## config.mk

```make
export PLATFORM = sky130hd
export DESIGN_NAME = uart_tx_fifo
export DESIGN_NICKNAME = d
export VERILOG_FILES = /design/src/rtl/uart_tx_fifo.sv
export SDC_FILE = /design/constraint.sdc
export NUM_CORES = 1
export LEC_CHECK = 0
export CORE_AREA = 2 2 145 203
export CTS_CLUSTER_DIAMETER = 150
export DETAILED_ROUTE_END_ITERATION = 12
export DIE_AREA = 0 0 147 205
export GPL_TIMING_DRIVEN = 0
export MAX_ROUTING_LAYER = met4
export PLACE_DENSITY = 0.36
export SLEW_MARGIN = 20
export SYNTH_ARGS = -nofsm -noshare
export SYNTH_HDL_FRONTEND = slang
export SYNTH_SLANG_ARGS = --single-unit
```

## constraint.sdc

```tcl
create_clock -name clk -period 3.8 [get_ports clk]
set_clock_uncertainty 0.15 [all_clocks]
set_input_delay 0.57 -clock clk [delete_from_list [all_inputs] [get_ports clk]]
set_output_delay 0.57 -clock clk [all_outputs]
set_load 0.01 [all_outputs]
```

## src/rtl/uart_tx_fifo.sv

```systemverilog
// 8N1 UART transmitter with a byte FIFO in front of the frame serialiser.
// Bytes enter through a valid/ready push port; tx idles high and is registered.
module uart_tx_fifo #(
    parameter int CLK_FREQ   = 50_000_000,
    parameter int BAUDRATE   = 115200,
    parameter int BIT_PERIOD = CLK_FREQ / BAUDRATE,
    parameter int FIFO_DEPTH = 16
) (
    input  logic                          clk,
    input  logic                          rst,
    input  logic [7:0]                    data_in,
    input  logic                          valid_in,
    output logic                          ready_out,
    output logic                          tx,
    output logic                          busy,
    output logic [$clog2(FIFO_DEPTH):0]   fifo_count
);
    localparam int AW = $clog2(FIFO_DEPTH);
    localparam int BW = $clog2(BIT_PERIOD);

    typedef enum logic [1:0] {S_IDLE, S_START, S_DATA, S_STOP} state_e;

    // Handshake: a byte is taken on any rising edge with valid_in && ready_out;
    // with ready_out low, valid_in has no effect and data_in must be held.

    logic [7:0]    mem_q [FIFO_DEPTH];
    logic [AW:0]   wr_ptr_q, wr_ptr_d;
    logic [AW:0]   rd_ptr_q, rd_ptr_d;
    logic          full, empty, push, pop, baud_done;

    state_e        state_q;
    logic [BW-1:0] baud_q;
    logic [2:0]    idx_q;
    logic [7:0]    shift_q;
    logic          tx_q;

    always_comb begin
        full      = (wr_ptr_q[AW] != rd_ptr_q[AW]) &&
                    (wr_ptr_q[AW-1:0] == rd_ptr_q[AW-1:0]);
        empty     = (wr_ptr_q == rd_ptr_q);
        baud_done = (baud_q == BW'(BIT_PERIOD - 1));
        push      = valid_in && !full;
        // The FSM only takes a byte when idle or when a stop bit is finishing.
        pop       = !empty && ((state_q == S_IDLE) ||
                               ((state_q == S_STOP) && baud_done));
        wr_ptr_d  = push ? wr_ptr_q + 1'b1 : wr_ptr_q;
        rd_ptr_d  = pop  ? rd_ptr_q + 1'b1 : rd_ptr_q;
    end

    always_ff @(posedge clk or posedge rst) begin
        if (rst) begin
            wr_ptr_q <= '0;
            rd_ptr_q <= '0;
        end else begin
            wr_ptr_q <= wr_ptr_d;
            rd_ptr_q <= rd_ptr_d;
        end
    end

    always_ff @(posedge clk) begin
        if (push) begin
            mem_q[wr_ptr_q[AW-1:0]] <= data_in;
        end
    end

    always_ff @(posedge clk or posedge rst) begin
        if (rst) begin
            state_q <= S_IDLE;
            baud_q  <= '0;
            idx_q   <= '0;
            shift_q <= '0;
            tx_q    <= 1'b1;
        end else begin
            case (state_q)
                S_IDLE: begin
                    baud_q <= '0;
                    if (pop) begin
                        shift_q <= mem_q[rd_ptr_q[AW-1:0]];
                        tx_q    <= 1'b0;
                        state_q <= S_START;
                    end
                end
                S_START: begin
                    if (baud_done) begin
                        baud_q  <= '0;
                        tx_q    <= shift_q[0];
                        idx_q   <= '0;
                        state_q <= S_DATA;
                    end else begin
                        baud_q <= baud_q + 1'b1;
                    end
                end
                S_DATA: begin
                    if (baud_done) begin
                        baud_q <= '0;
                        if (idx_q == 3'd7) begin
                            tx_q    <= 1'b1;
                            state_q <= S_STOP;
                        end else begin
                            shift_q <= {1'b0, shift_q[7:1]};
                            tx_q    <= shift_q[1];
                            idx_q   <= idx_q + 3'd1;
                        end
                    end else begin
                        baud_q <= baud_q + 1'b1;
                    end
                end
                S_STOP: begin
                    if (baud_done) begin
                        baud_q <= '0;
                        // Chain straight into the next start bit with no idle gap.
                        if (pop) begin
                            shift_q <= mem_q[rd_ptr_q[AW-1:0]];
                            tx_q    <= 1'b0;
                            state_q <= S_START;
                        end else begin
                            state_q <= S_IDLE;
                        end
                    end else begin
                        baud_q <= baud_q + 1'b1;
                    end
                end
                default: begin
                    state_q <= S_IDLE;
                    tx_q    <= 1'b1;
                end
            endcase
        end
    end

    assign tx         = tx_q;
    assign ready_out  = !full;
    assign busy       = (state_q != S_IDLE) || !empty;
    assign fifo_count = wr_ptr_q - rd_ptr_q;

endmodule

```

[Yosys cells after proc, flatten, opt, wreduce, memory -nomap -nowiden]
Memory sizes are Yosys's and may differ from the RTL's.
Cells that the tools add are included.
Word-level totals
  flip-flop bits (word level): 33
  memory bits (writable): 128
  bits of input ports: 11
  logic and storage cells: 70
  memories: 1
Memories
  mem_q: depth 16, bits a word 8, rd ports 1, clocked after memory_dff 0, wr ports 1, line 26  | logic [7:0] mem_q [FIFO_DEPTH];
Cells by class
  add/subtract/negate cells: 5
  equal/unequal tests: 14
  mux-type cells: 26
  reduce and logical (&&, ||, !) cells: 17
Operators with widths (count)
  8-bit two-way mux: 4
  8-bit one-hot mux with 3 select lines: 1
  9-bit one-hot mux with 2 select lines: 1
  2-bit != test (second input constant): 6
  5-bit by 1-bit adder with 5-bit output (second input constant): 2
  2-bit two-way mux: 5
  9-bit by 1-bit adder with 9-bit output (second input constant): 1
  9-bit == test (second input constant): 1
  3-bit two-way mux: 3
  9-bit two-way mux: 1
  1-bit two-way mux: 8
  2-bit one-hot mux with 4 select lines: 1
  4-bit AND reduction: 2
  3-bit one-hot mux with 2 select lines: 1
  5-bit == test: 1
  5-bit AND reduction: 1
  5-bit subtractor: 1
  2-bit == test (second input constant): 2
  4-bit == test: 1
  1-bit logical AND: 4
  1-bit one-hot mux with 4 select lines: 1
  2-bit nonzero test: 2
  3-bit by 1-bit adder with 3-bit output (second input constant): 1
  3-bit == test (second input constant): 1
  other kinds (8): 10

[Longest topological paths before layout]
Gate-level depths: netlist of the first run.
  depth in word-level cells: 7
  mapped depth: 10
  mapped depth without buffers: 7

[Least setup slack after synthesis of the first run]
OpenSTA, ideal clock, no wires.
  kind: register to register
  start point: register rd_ptr_q[1]
  end point: memory mem_q[3][0] (enable)
  arrival: 2.646 ns
  data required time: 3.267 ns
  slack: 0.620 ns
  cell stages (with the launch flop): 11
  cells stage by stage: dfrtp_1 > buf_2 > buf_2 > inv_1 > ha_1 > nand4_1 > nand2b_1 > and2_1 > clkbuf_1 > nand2_1 > nor3_1
Between the ends
  cells in the longest elaborated chain, start to end: 6
RTL lines
  start: declaration: line 28  | logic [AW:0] rd_ptr_q, rd_ptr_d;
  start signal: assignment: line 56  | rd_ptr_q <= rd_ptr_d;
  4-bit == test: line 39  | (wr_ptr_q[AW-1:0] == rd_ptr_q[AW-1:0]);
  1-bit logical AND: line 38  | full = (wr_ptr_q[AW] != rd_ptr_q[AW]) &&
  1-bit logical NOT
  named net ready_out: line 13  | output logic ready_out,
  1-bit logical AND: line 42  | push = valid_in && !full;
  1-bit two-way mux: line 61  | if (push) begin
  1-bit two-way mux (not written as such): line 62  | mem_q[wr_ptr_q[AW-1:0]] <= data_in;
  end: declaration: line 26
The timed path passes the listed nets, and every way through them passes these cells.

[Worst setup path after layout of the first run]
  start point: register rd_ptr_q[1]
  end point: output fifo_count[3]
Between the ends
  cells in the longest elaborated chain, start to end: 1
RTL lines
  5-bit subtractor: line 134  | assign fifo_count = wr_ptr_q - rd_ptr_q;
  end: declaration: line 16  | output logic [$clog2(FIFO_DEPTH):0] fifo_count
No other way between the ends.

==> qor.txt, run 1 <==
Clock buffer depth: 2
Antenna diodes: 0
Die ar.: 30,100 sq um
Pleak: 2.83 nW
Syn nets: 475
Die Y: 205 um
Max-cap viol count: 0
Crit Path Max Fanout: 10
WL/cell: 20.0 um
Initial cell density of the core: 24.6%
Area Growth Syn to Fin: 19.6%
Post-Syn Area: 6970 sq um
Post-DP HPWL: 12.2 mm
Clk sinks: 161
Seq/Total Area, Yosys: 67.0%
Final hold violations: 0
Multi-input gate area: 2160 sq um
Peak supply drop: 223 uV
Met1 WL: 7.42 mm
First-pass GRT wire length: 26.4 mm
Synth Register Bits: 161
Htree depth: 4
DR WL met3: 418 um
Drt total wl: 17.5 mm
Hold WC Path Type: in -> async
Period utilization: 93.8%
Overflow after GRT: 0
Nets: 517
Async set-reset flop share out of synthesis: 20.5%
CP Launch Type: register
Setup Crit Path Kind: reg -> out
DRC Markers: 0
Slowest CP cell: clkdlybuf4s50_1
Critical Path End Type: output pin
Synthesized instance count: 446
Register Area: 4670 sq um
CP startpoint: rd_ptr_q[1]$_DFFE_PP0P_
Fillers: 2,858
Synth Area per Inst: 15.6 sq um
Max-slew violation count: 0
Critical path required time: 3080 ps
IO buf count: 18
Largest net degree at the start of global routing: 19
Clock root cell: clkbuf_16
CP peak stage delay: 560 ps
Finished Layout Cells: 876
First-pass iteration count of the detailed router: 4
First DRT Iteration DRCs: 191
Placed Instances: 844
GRT Resource Usage Total: 12.7%
Post-synth cell types: 53
Worst path arrival time: 2840 ps
Chip width: 147 um
Via density: 4.40
Placer Congestion: 0.760
Max-slew headroom: 44.3%
Later-pin clock latency in the skew report: 430 ps
YS warnings: 0
CTS Buf Count: 17
Post-synth EDFFs: 128
Most common cell after layout, fill and taps aside: edfxtp_1
Clock transition at path regs: 70 ps
Power Density: 548 nW/um^2
Peak Freq: 0.281 GHz
CTS tree: built
Ys flop type: edfxtp_1
Uppermost layer routed: met4
Critical-path cell list: buf_2, buf_2, inv_1, ha_1, a21o_1, a21oi_1, xnor2_1, clkdlybuf4s50_1
Outcome: complete, no violations
Setup Viol. Count Final: 0
Top-Level Pins: 19
Vias: 3,856
Commonest non-fill, non-tap cells in the layout: 128 x edfxtp_1, 32 x dfrtp_1, 24 x inv_1
Worst-margin pin slew: 832 ps
WL met2: 9.26 mm
Worst R2R Start: rd_ptr_q[1]$_DFFE_PP0P_
Worst hold slack: 317 ps
Tmin final: 3560 ps
RSZ-0062 raised after global routing: false
Fraction of layout cells with a size suffix above 1: 17.2%
Number of global-route vias before repair: 4,125
Std-Cell Core Area: 28,300 sq um
Initial antenna violation count: 0
Antenna Nets Post-Route: 0
Standard-cell rows: 73
Most used cell, CP: buf_2
power breakdown:
group          switching [mW]  internal (mW)
Clock                   0.683           1.02
Combinational           0.454          0.286
Sequential             0.0509           2.07
kinds of logic (layout without fill, tap and decap cells):
| family | after synthesis | after routing | share of synthesized area, % |
|---|---|---|---|
| DFF | 161 | 161 | 67.0 |
| adders and majority gates | 18 | 18 | 3.34 |
| and+or+nand+nor | 96 | 96 | 6.64 |
| muxes | 44 | 44 | 11.1 |
| buffers and inverters | 46 | 101 | 3.16 |
| xor gates and xnor gates | 18 | 18 | 2.37 |
| AOI/OAI and AO/OA | 63 | 63 | 6.37 |
cell type report:
| class | count | area share [%] |
|---|---|---|
| clock inverters | 13 | 1.71 |
| multi-input cells | 239 | 25.9 |
| clock buffers | 19 | 5.19 |
| plain buffers | 20 | 1.47 |
| repair buffers | 24 | 2.94 |
| inverters | 25 | 1.13 |
| flip-flops and latches | 161 | 56.0 |
| well taps | 375 | 5.63 |
timing repair:
action | in CTS | in global routing
setup buffers | 0 | 1
gates resized for setup | 6 | 12
hold buffers | 0 | 0
pin swaps | 0 | 0
cloned | 0 | 0
setup endpoints to repair | 88 | 89
registers in the layout (all words and copies together), names as in the netlist:
| register | flops |
|---|---|
| baud_q | 9 |
| wr_ptr_q | 5 |
| mem_q | 128 |
| state_q | 2 |
| idx_q | 3 |
| tx | 1 |
| rd_ptr_q | 5 |
| shift_q | 8 |
synth_stat cells (5+ instances only):
library cell  instances  area share, %
xor2_1                5           0.63
xnor2_1              12            1.5
edfxtp_1            128             55
a21oi_1              16            1.1
mux4_1                7            2.6
nor2_1               30            1.6
inv_1                25            1.3
o22ai_1               7           0.63
ha_1                 17            3.1
mux4_2               17            5.5
mux2i_1              17            2.4
nand3_1              17            1.2
clkbuf_1             11           0.59
dfrtp_1              32             11
a211oi_1              7           0.75
buf_2                 5           0.36
nand4_1               7           0.63
nand2_1              23            1.2
a32o_1                6           0.86
o21ai_0               8           0.57
worst max-delay path, delay by kind of cell (launching register included):
kind            cells  cell delay [ps]
buf+inv             4             1230
flops               1              400
compound gates      2              330
fa+ha+maj           1              320
xor+xnor            1              130
per-layer routing:
metal / track usage [%] / vias up
met5: - / -
met4: 5.46 / 0
met3: 2.56 / 22
met2: 22.3 / 66
met1: 14.2 / 1986
li1: - / 1782
worst paths after layout:
kind | endpoint | slack (ps) | depth (start not counted)
setup reg to reg | mem_q[7][1]$_DFFE_PP_ | 300 | 10
hold reg to reg | baud_q[0]$_DFF_PP0_ | 340 | 1
setup / recovery | fifo_count[3] | 240 | 8
max in group asynchronous | shift_q[2]$_DFFE_PP0P_ | 2760 | 3
hold / removal | state_q[0]$_DFFE_PP0P_ | 320 | 2
min in group clk | baud_q[0]$_DFF_PP0_ | 340 | 1
metrics by stage:
step / power, mW / worst slack (ps) / area, sq um / TNS, ps / utilization [%]
floorplan: 2.53 / 620 / 6970 / 0 / -
global placement: 2.83 / -544 / 7620 / -20590 / 26.9
detailed placement: 2.87 / -166 / 7700 / -6960 / 27.2
CTS: 4.60 / -141 / 8290 / -4030 / 29.3
global route: 4.77 / 31.3 / 8340 / 0 / 29.4
finish: 4.57 / 237 / 8340 / 0 / 29.4
No activity file was read; power rests on OpenSTA's default activity.
==> run 2: changes to the inputs <==
- CORE_AREA: 2 2 145 203 -> 2 2 153 192
- DIE_AREA: 0 0 147 205 -> 0 0 155 194
==> qor.txt, run 2 (synthesis results as in run 1) <==
DRC Markers: 0
CP Launch Type: register
Clock root cell: clkbuf_16
Max-slew headroom: 47.6%
Total power draw: 4.56 mW
Drt total wl: 17.7 mm
Standard-cell rows: 69
Max-cap viol count: 0
Hold WC Path Type: in -> async
Std-Cell Core Area: 28,200 sq um
Power Density: 546 nW/um^2
IO buf count: 18
Number of global-route vias before repair: 4,165
Outcome: complete, no violations
Clock buffer depth: 2
Final core utilization: 29.6%
First DRT Iteration DRCs: 208
Pleak: 2.83 nW
Antenna diodes: 0
Overflow after GRT: 0
Chip width: 155 um
Worst path arrival time: 2860 ps
Post-DP HPWL: 12.2 mm
CTS Hold Bufs: 0
Peak Freq: 0.279 GHz
Largest net degree at the start of global routing: 32
Via density: 4.51
Final hold violations: 0
Tmin final: 3580 ps
Crit Path Max Fanout: 10
Critical Path End Type: output pin
Initial antenna violation count: 0
GRT Resource Usage Total: 12.8%
Setup Crit Path Kind: reg -> out
Largest register FFs: 128
Antenna Nets Post-Route: 0
WL/cell: 20.7 um
First-pass iteration count of the detailed router: 4
Die Y: 194 um
Fraction of layout cells with a size suffix above 1: 19.2%
Clk sinks: 161
Worst hold slack: 176 ps
Top-Level Pins: 19
Initial cell density of the core: 24.7%
Max-slew violation count: 0
First-pass GRT wire length: 26.9 mm
Later-pin clock latency in the skew report: 430 ps
Most common cell after layout, fill and taps aside: edfxtp_1
Clock transition at path regs: 70 ps
Worst-margin pin slew: 783 ps
RSZ-0062 raised after global routing: false
Die ar.: 30,100 sq um
Vias: 3,863
Critical path required time: 3080 ps
Peak supply drop: 261 uV
Period utilization: 94.2%
Setup Viol. Count Final: 0
Area Growth Syn to Fin: 19.9%
Nets: 517
Htree depth: 4
Commonest non-fill, non-tap cells in the layout: 128 x edfxtp_1, 32 x dfrtp_1, 24 x inv_1
Placer Congestion: 0.728
CTS Buf Count: 17
CTS tree: built
run 2: cell types whose count changed in the layout (fill, tap and decap cells not counted), sizes merged:
cell,before,now
clkbuf,29,27
clkinv,7,3
inv,26,33
clkinvlp,2,4
bufinv,3,0
run 2: cell type report:
cell class | count | area, sq um
clock inverters | 15 | 144
fillers | 2769 | 19900
clock buffers | 17 | 425
repair buffers | 25 | 258
multi-input cells | 239 | 2200
plain buffers | 19 | 124
well taps | 355 | 444
flip-flops and latches | 161 | 4670
inverters | 25 | 93.8
run 2: worst max-delay path, cell delays in order (launching register included):
cell             delay (ps)
dfrtp_1                 450
clkbuf_4                240
buf_4                   240
inv_1                   130
ha_1                    330
nand4_1                 260
nor2_4                  220
nand2_1                  70
clkdlybuf4s50_1         500
run 2: repair_timing:
item / 4_1_cts / 5_1_grt
gates resized for setup: 21 / 8
buffers inserted: 2 / 1
endpoints found under the setup margin: 111 / 102
pin swaps: 1 / 0
hold endpoints to repair: 0 / 0
run 2: routing by layer:
metal | global-route usage (%) | share of wire, % | vias up
met3 | 2.21 | 1.9 | 19
met1 | 15.2 | 44 | 2010
met5 | - | 0 | -
met4 | 4.18 | 1.8 | 0
li1 | - | - | 1789
met2 | 22.0 | 52 | 45
run 2: worst paths after layout:
path | startpoint | slack, ps | to | cells after the start
min reg2reg | idx_q[0]$_DFFE_PP0P_ | 330 | idx_q[0]$_DFFE_PP0P_ | 1
min in group clk | idx_q[0]$_DFFE_PP0P_ | 330 | idx_q[0]$_DFFE_PP0P_ | 1
min | rst | 180 | wr_ptr_q[0]$_DFFE_PP0P_ | 2
max in group asynchronous | rst | 2890 | tx$_DFFE_PP1P_ | 3
max reg2reg | rd_ptr_q[1]$_DFFE_PP0P_ | 330 | mem_q[4][6]$_DFFE_PP_ | 9
max | rd_ptr_q[1]$_DFFE_PP0P_ | 220 | busy | 8
run 2: power breakdown:
group          total [mW]  internal [mW]  switching, mW
Combinational       0.777          0.298          0.479
Sequential           2.12           2.07         0.0491
Clock                1.67          0.867          0.798
Total                4.56           3.24           1.33
run 2: through the flow:
step / TNS (ps) / cells / area (sq um) / worst slack [ps]
after detailed placement: -27290 / 823 / 7660 / -377
after global routing: 0 / 856 / 8360 / 16.1
after CTS: 0 / 857 / 8330 / 6.64
final: 0 / 856 / 8360 / 220
after floorplan: 0 / 446 / 6970 / 620
after global placement: -39370 / 819 / 7590 / -662
==> variant (settings of run 2) <==
Set the parameter `CLK_FREQ` to 200_000_000 (it was 50_000_000).
--- a/src/rtl/uart_tx_fifo.sv
+++ b/src/rtl/uart_tx_fifo.sv
@@ -1,7 +1,7 @@
 // 8N1 UART transmitter with a byte FIFO in front of the frame serialiser.
 // Bytes enter through a valid/ready push port; tx idles high and is registered.
 module uart_tx_fifo #(
-    parameter int CLK_FREQ   = 50_000_000,
+    parameter int CLK_FREQ   = 200_000_000,
     parameter int BAUDRATE   = 115200,
     parameter int BIT_PERIOD = CLK_FREQ / BAUDRATE,
     parameter int FIFO_DEPTH = 16
Function: no difference found for any inputs over 10 cycles, from zero or initial values and one cycle with rst high; that may be too few to reach the edited logic, so the function may still have changed.
==> variant against run 2 <==
Worst setup slack better by 0.017 ns. Total power down 3.0%. Combinational power fell by 12%. Non-clock buffer count fell by 3. Critical path depth shrank 2. Utilization fell by 0.35 points. Routed wire length shrank 4.5%. Sequential cell count grew 2. Count of clock-buffer cells in the layout stayed put. Synthesized area grew 0.25%. Design area decreased by 1.2%. Maximum frequency increased by 0.47%.
==> variant: results (changes against run 2) <==
Timing
  – Max_slew headroom: 0.546 (+0.0693)
  – Hold Slack: 0.311 ns (+0.135 ns)

Power
  – Combinational Power Share: 0.154 (-0.016)
  – Maximum vdd ir drop: 0.199 mV (-24%)
  – Leak: 2.83 nW (+0.20%)
  – Clock share of power: 0.361 (-0.004)
  – Int Power: 3.22 mW (-0.67%)

Final layout
  – Seq Cell Count: 163 (+1.2%)
  – Layout cell share with drive strength beyond 1: 0.190 (-0.00210)
  – Non-CTS buffers: 41 (-6.8%)
  – Count of multi-input gates: 242 (+1.3%)
  – NonClk Buf Share: 0.0395 (-0.00612)
  – Seq/total area: 0.571 (+0.0127)
  – Post-Layout Cell Count: 851 (-0.58%)
  – Clock buf/inv share: 0.0660 (-0.00207)
  – Nets: 511 (-1.2%)
  – Nonclk inv count: 18 (-28%)
  – Fraction of area in multi-input gates: 0.261 (-0.00204)

Global route
  – Vias in the first global route: 4032 (-3.2%)
  – GRT Total Usage: 0.122 (-0.00625)
  – Grt met3 use: 0.0230 (+0.000894)
  – Met2 Use GR: 0.206 (-0.0140)
  – M1 GR Usage: 0.148 (-0.00431)
  – First-pass GRT wire length: 25900 um (-3.8%)
  – Largest net degree at the start of global routing: 22 (-31%)

Place
  – GPL Wtd Cong: 0.686 (-5.7%)
  – Placed cells: 820 (-0.36%)

Routing
  – Initial DRC count: 192 (-7.7%)
  – Vias: 3804 (-1.5%)
  – Routed wire per std cell: 19.9 um (-4.0%)

Worst setup path
  – CP startpoint: rd_ptr_q[2]
  – R2r endpoint: mem_q[9][2]
  – Cells on worst reg2reg path: 8 (-1)
  – Worst endpoint data arrival time: 2.84 ns (-0.02 ns)

Synth
  – Top cells by count, synth: edfxtp_1 (128), dfrtp_1 (34), mux2i_1 (29)
  – Post-synthesis cell count: 442 (-0.90%)
  – Yosys cell types: 57 (+7.5%)
  – Post-synthesis sequential area ratio: 0.676 (+0.00548)
  – Share of flip-flops with an asynchronous set or reset: 0.215 (+0.00975)
  – Synth area leaders: edfxtp_1 (55%), dfrtp_1 (12%), mux4_2 (4.8%)

Outcome
  – Status: finished, final reports clean

Clocking
  – Post-CTS setup buffer count: 0 (-2)
  – Post-CTS Resized: 5 (-76%)
-- variant: routing by layer --
layer | vias to the layer above | share of wire
li1 | 1785 | -
met1 | 1953 | 0.44
met2 | 56 | 0.53
met3 | 10 | 0.024
met4 | 0 | 0.0063
met5 | - | 0
-- variant: logic make-up after synthesis --
family	share of synthesized area
xor gates and xnor gates	0.0263
AOI/OAI and AO/OA	0.0686
muxes	0.109
DFF	0.676
adders and majority gates	0.0315
and+or+nand+nor	0.0659
buffers and inverters	0.0229
-- variant: through the flow --
| step | instance area (um2) | worst slack, ns |
|---|---|---|
| floorplan | 6990 | 0.736 |
| global placement | 7610 | -0.691 |
| detailed placement | 7690 | -0.184 |
| CTS | 8240 | 0.0735 |
| global route | 8260 | 0.0361 |
| finish | 8260 | 0.237 |
-- variant: critical path, cell delays in order, from the launching register on --
cell and delay, ns:
dfrtp_1 0.58, inv_1 0.28, ha_1 0.42, nand4_1 0.23
nor2_2 0.27, nand2_1 0.14, clkdlybuf4s50_1 0.50
